--- config.mk ---
export PLATFORM = sky130hd
export DESIGN_NAME = step_counter
export DESIGN_NICKNAME = d
export VERILOG_FILES = /design/src/rtl/step_counter.sv
export SDC_FILE = /design/constraint.sdc
export NUM_CORES = 1
export LEC_CHECK = 0
export ABC_AREA = 1
export CORE_UTILIZATION = 43
export CTS_CLUSTER_DIAMETER = 200
export DETAILED_ROUTE_END_ITERATION = 16
export PLACE_DENSITY = 0.83
export SETUP_SLACK_MARGIN = 0.02
export SLEW_MARGIN = 25
export SYNTH_ARGS = -nofsm -noshare
export SYNTH_HDL_FRONTEND = slang
export SYNTH_SLANG_ARGS = --single-unit
--- constraint.sdc ---
create_clock -name clk -period 2.2 [get_ports clk]
set_input_delay 0.44 -clock clk [delete_from_list [all_inputs] [get_ports clk]]
set_output_delay 0.44 -clock clk [all_outputs]
set_load 0.05 [all_outputs]
--- src/rtl/step_counter.sv ---
// Registered up/down counter over 0..LIMIT with a programmable step, synchronous
// clear/load, and a wrap/saturate overflow mode.
module step_counter #(
    parameter int N        = 4,
    parameter int LIMIT    = 2**N - 1,
    parameter bit SATURATE = 1'b0
) (
    input  logic         clk,
    input  logic         rst_n,
    input  logic         clr,
    input  logic         load,
    input  logic [N-1:0] din,
    input  logic         en,
    input  logic         up,
    input  logic [N-1:0] step,
    output logic [N-1:0] count,
    output logic         wrap,
    output logic         at_max,
    output logic         at_zero
);

    localparam logic [N:0]   LIM_X = (N+1)'(LIMIT);
    localparam logic [N:0]   MOD_X = (N+1)'(LIMIT + 1);
    localparam logic [N-1:0] LIM_N = N'(LIMIT);

    logic [N-1:0] count_r;
    logic         wrap_r;
    logic [N-1:0] step_s;
    logic [N:0]   sum_s;
    logic [N-1:0] next_s;
    logic         ovf_s;

    // Next count and overflow flag for an enabled step; sums kept N+1 bits wide.
    always_comb begin
        step_s = ({1'b0, step} > LIM_X) ? LIM_N : step;
        sum_s  = {1'b0, count_r} + {1'b0, step_s};
        next_s = count_r;
        ovf_s  = 1'b0;
        if (up) begin
            if (sum_s > LIM_X) begin
                ovf_s = 1'b1;
                if (SATURATE) begin
                    next_s = LIM_N;
                end else begin
                    next_s = N'(sum_s - MOD_X);
                end
            end else begin
                next_s = sum_s[N-1:0];
            end
        end else begin
            if (step_s <= count_r) begin
                next_s = count_r - step_s;
            end else begin
                ovf_s = 1'b1;
                if (SATURATE) begin
                    next_s = {N{1'b0}};
                end else begin
                    next_s = N'({1'b0, count_r} + MOD_X - {1'b0, step_s});
                end
            end
        end
    end

    // Count and wrap-pulse registers: clr > load > en > hold.
    always_ff @(posedge clk or negedge rst_n) begin
        if (!rst_n) begin
            count_r <= {N{1'b0}};
            wrap_r  <= 1'b0;
        end else if (clr) begin
            count_r <= {N{1'b0}};
            wrap_r  <= 1'b0;
        end else if (load) begin
            count_r <= ({1'b0, din} > LIM_X) ? LIM_N : din;
            wrap_r  <= 1'b0;
        end else if (en) begin
            count_r <= next_s;
            wrap_r  <= ovf_s;
        end else begin
            count_r <= count_r;
            wrap_r  <= 1'b0;
        end
    end

    assign count   = count_r;
    assign wrap    = wrap_r;
    assign at_max  = (count_r == LIM_N);
    assign at_zero = (count_r == {N{1'b0}});

endmodule

Word-level counts from Yosys, hierarchy flattened:

Index checks and enable logic that the tools add are counted.

* bits of input ports: 14
* word-level logic and storage cells: 24
* output and inout bits: 7
* bits in registers: 5

* $add $sub $neg: 5
* mux-type cells: 12
* reduce and logical (&&, ||, !) cells: 2
* magnitude comparators: 2
* equality and inequality tests: 1

Operators with widths (number)
* $mux W4: 6
* $sub A4 B4 Y4: 2
* $mux W1: 6
* $add A4 B4 Y5: 1
* $gt A5 B4 Y1 const B: 1
* $add A4 B1 Y4 const B: 1
* $eq A4 B4 Y1 const B: 1
* $le A4 B4 Y1: 1
* $logic_not A4 Y1: 1
* $sub A4 B1 Y4 const B: 1
* $reduce_bool A3 Y1: 1

Longest topological paths before layout:

Gate-level depths: netlist of run 1.

* depth after elaboration: 7
* mapped depth: 12
* depth with buffers taken out: 12

Worst setup path before layout of run 1:

No wires, ideal clock.

* kind: register to output
* from: register count_r[1], in the netlist count[1]
* to: output port at_zero
* buffers on the path: 0
* path slack: -457 ps
* cell stages (with the launch flop): 2
* arrival: 2217 ps
* data required time: 1760 ps
* cell sequence: dfrtp_1 > nor4_1

* longest elaborated chain between the ends: 1

Ends and longest elaborated chain
* from (decl): RTL line 26 `logic [N-1:0] count_r;`
* from (signal assigned): RTL line 67 `count_r <= {N{1'b0}};`
* from (signal assigned): RTL line 70 `count_r <= {N{1'b0}};`
* from (signal assigned): RTL line 73 `count_r <= ({1'b0, din} > LIM_X) ? LIM_N : din;`
* $logic_not A4 Y1: RTL line 87 `assign at_zero = (count_r == {N{1'b0}});`
* to (decl): RTL line 19 `output logic at_zero`

No other way between the ends.

Worst setup path in the final report of run 1:

* from: register count_r[2], in the netlist count[2]
* to: output port count[2]

RTL lines
* to (decl): RTL line 16 `output logic [N-1:0] count,`

No word-level cell between the ends.

==> flow_summary.ini, run 1 <==
[floorplan]
rows = 12
start_util_pct = 49.05
die_x_um = 38.79
die-area_um2 = 1504
io_pins = 21
die_h_um = 38.79
coreArea_um2 = 1186

[layout]
final-seq-area_um2 = 125.1
diodes = 0
nets = 131
stdcell_count = 120
multi_input_area_um2 = 390.4
drive_gt1_share_pct = 17.92
fillCellCount = 100
syn_to_final_growth_pct = 43.01

[cts]
cts_root_buf = clkbuf_4
cts_tree = done
post-cts-setup-buffer-count = 0
htree_levels = 1
post_cts_resized = 0
clk-insertion-delay-late_ns = 0.25
ctsHoldBuffers = 0
cts_buffers = 3
clk_pin_slew_ns = 0.05
clk_path_buf_depth = 2
cts.sinks = 5

[global_routing]
grt_max_degree = 8
grt-ovfl-total = 0
grt_pass1_wl_um = 2173
first_global_vias = 540
grt_antenna_before_repair = 0
grt_usage_pct = 22.01

[pwr]
sw_frac_of_total_pct = 40.78
p_int_w = 0.0002580
switchingPower_w = 0.0001777
seq_power_share_pct = 26.8
combPwrFrac_pct = 48.6
peakVddDrop_mv = 0.4748
p_per_area_nw_per_um2 = 523.7
power.leakage_nw = 0.4055
pwr-share-clk_pct = 24.6
total_power_w = 0.0004357

[setup_path]
r2r_start = count[0]
worstPathMaxFanout = 6
cpPeakStageDelay_ns = 0.85
worst-path-buf-inv = 1
critPathLaunchType = flip-flop
crit_type = reg2out
rrSetupSlack_ns = 0.48
critPathRequiredTime_ns = 1.76
reg2reg_depth = 10
worstPathCellList = clkdlybuf4s50_1
crit_path_end_kind = output pin
critPathTopFamily = buffers and inverters
cp.arrival_ns = 1.57
slowest_stage = clkdlybuf4s50_1
timing.rr.end = count[2]

[detailed_routing]
num_vias = 600
antenna_left = 0
routed_wirelength_um = 1270
dr.pass1.iters = 4
drc = 0
vias_per_cell = 5.000
drt_iter0_markers = 9
drt-wirelength-per-cell_um = 10.58

[run]
cap_violations = 0

[timing]
finalCritPeriodShare_pct = 91.36
maxSlewViolCount = 0
fin_setup_tns_ns = 0
finalSetupViolCount = 0
worst_pin_slew_ns = 0.4914
slew_headroom_pct = 67.14
fmax_mhz = 497.6
hold_viol = 0
finalHoldWorstSlack_ns = 0.4126
skew_ns = 0.008283
min_period_ns = 2.010
grt_setup_unrepaired = no

[yosys]
synth_flop_cell = dfrtp_1
yosysTopAreaCellShare_pct = 21.51
ys_types = 22
synth_edf_count = 0
synth_area_per_cell_um2 = 7.095
syn-cell-area_um2 = 581.8
synth_commonest_cells = 19 x nand2_1, 8 x ha_1, 8 x inv_1, 8 x nor2_1, 7 x inv_2
ys_warn_count = 0
synth_most_common_cell = nand2_1
ys_ff_latch = 5
synthCells = 82
yosysTopAreaCell = dfrtp_1
async_flop_share_pct = 100.0
syn_nets = 106
synth_seq_area_share_pct = 21.51
synth_area_leaders = dfrtp_1 22%, ha_1 17%, nand2_1 12%

[placed_design]
gp_congestion = 0.8011
dp.cells = 116
dp_hpwl_um = 1093
port_buffers = 20

[outcome]
status = completed

[worst_hold_path]
worstHoldPathType = in2async
==> power by group through the flow <==
stage	registers [W]	clock network, W	logic (W)
after floorplan	0.000146	0	0.000111
after global placement	0.000118	0	0.000208
after detailed placement	0.000118	0	0.000212
after CTS	0.000117	0.000113	0.000214
after global routing	0.000118	0.000121	0.000236
final	0.000117	0.000107	0.000212
==> layer usage <==
| layer | vias up | routed length (um) | GRT usage (%) |
|---|---|---|---|
| met1 | 268 | 540 | 24.46 |
| met3 | 2 | 82 | 8.671 |
| li1 | 306 | - | - |
| met4 | 0 | 8 | 5.172 |
| met2 | 24 | 639 | 38.75 |
| met5 | - | 0 | 0 |
==> state kept, by name, indices dropped and copies added (netlist names) <==
register / flops
count: 4
wrap: 1
==> through the flow <==
stage / setup WS [ns] / util, % / cell area (um^2)
2_1_floorplan: 0.1155 / - / 593.1
3_3_place_gp: 0.09533 / 67.93 / 805.8
3_5_place_dp: 0.05537 / 67.93 / 805.8
4_1_cts: 0.1699 / 70.15 / 832.0
5_1_grt: 0.1281 / 70.15 / 832.0
6_report: 0.1902 / 70.15 / 832.0
==> logic make-up after synthesis <==
logic type	Yosys count	share of synthesized area, %
AND/OR/NAND/NOR	35	26.02
buffers and inverters	17	13.33
AO/OA/AOI/OAI	15	15.05
adder cells (fa/ha/maj)	10	24.09
flip-flops	5	21.51
==> area by class of cell <==
class	count	area share [%]
Clock buffer	4	3.158
Inverter	17	9.323
Multi-Input combinational cell	60	46.92
Sequential cell	5	15.04
Tap cell	14	2.105
Timing Repair Buffer	20	23.46
==> how the worst max path moves through the flow <==
stage                  start       end  slack (ns)  cells past startpoint
floorplan           count[1]   at_zero        0.12                      1
global placement     step[0]  count[2]         0.1                     10
detailed placement   step[0]  count[2]        0.06                     10
CTS                 count[1]  count[1]        0.17                      1
global route        count[1]  count[1]        0.13                      1
finish              count[2]  count[2]        0.19                      1
==> placed cells by master (no fill, tap or decap) <==
cell type	synthesis	layout
a21oi_2	1	1
fa_1	2	2
nand3_1	3	3
nor4_2	0	1
nor2_2	1	1
inv_1	8	8
buf_4	0	2
nor2_1	8	8
ha_1	8	8
clkbuf_1	0	1
clkdlybuf4s50_1	0	18
nor3_2	0	1
nor2_4	1	1
inv_2	7	7
nand2_1	19	19
a21oi_1	3	3
clkinv_1	1	1
dfrtp_1	5	5
bufinv_8	1	1
o21bai_1	1	1
or2_1	1	1
o21ai_1	4	4
o21ai_0	3	3
o22ai_1	2	2
o21ai_2	1	1
clkbuf_4	0	3
==> worst register-to-register path: stages (launching register included) <==
cell and delay (ns):
dfrtp_1 0.41, inv_1 0.14, ha_1 0.18, inv_2 0.04, fa_1 0.35, clkinv_1 0.06, o21ai_1 0.06, or2_1 0.21
nand2_1 0.05, nor2_1 0.04, o21ai_2 0.09
(Power assumes the default switching activity.)
==> run 2, diff against run 1 <==
ABC_CLOCK_PERIOD_IN_PS = 2200   (was unset)
CTS_CLUSTER_DIAMETER = unset   (was 200)
==> results of run 2 <==
Same layout as run 1: the final DEF is identical, and so are final timing and power.
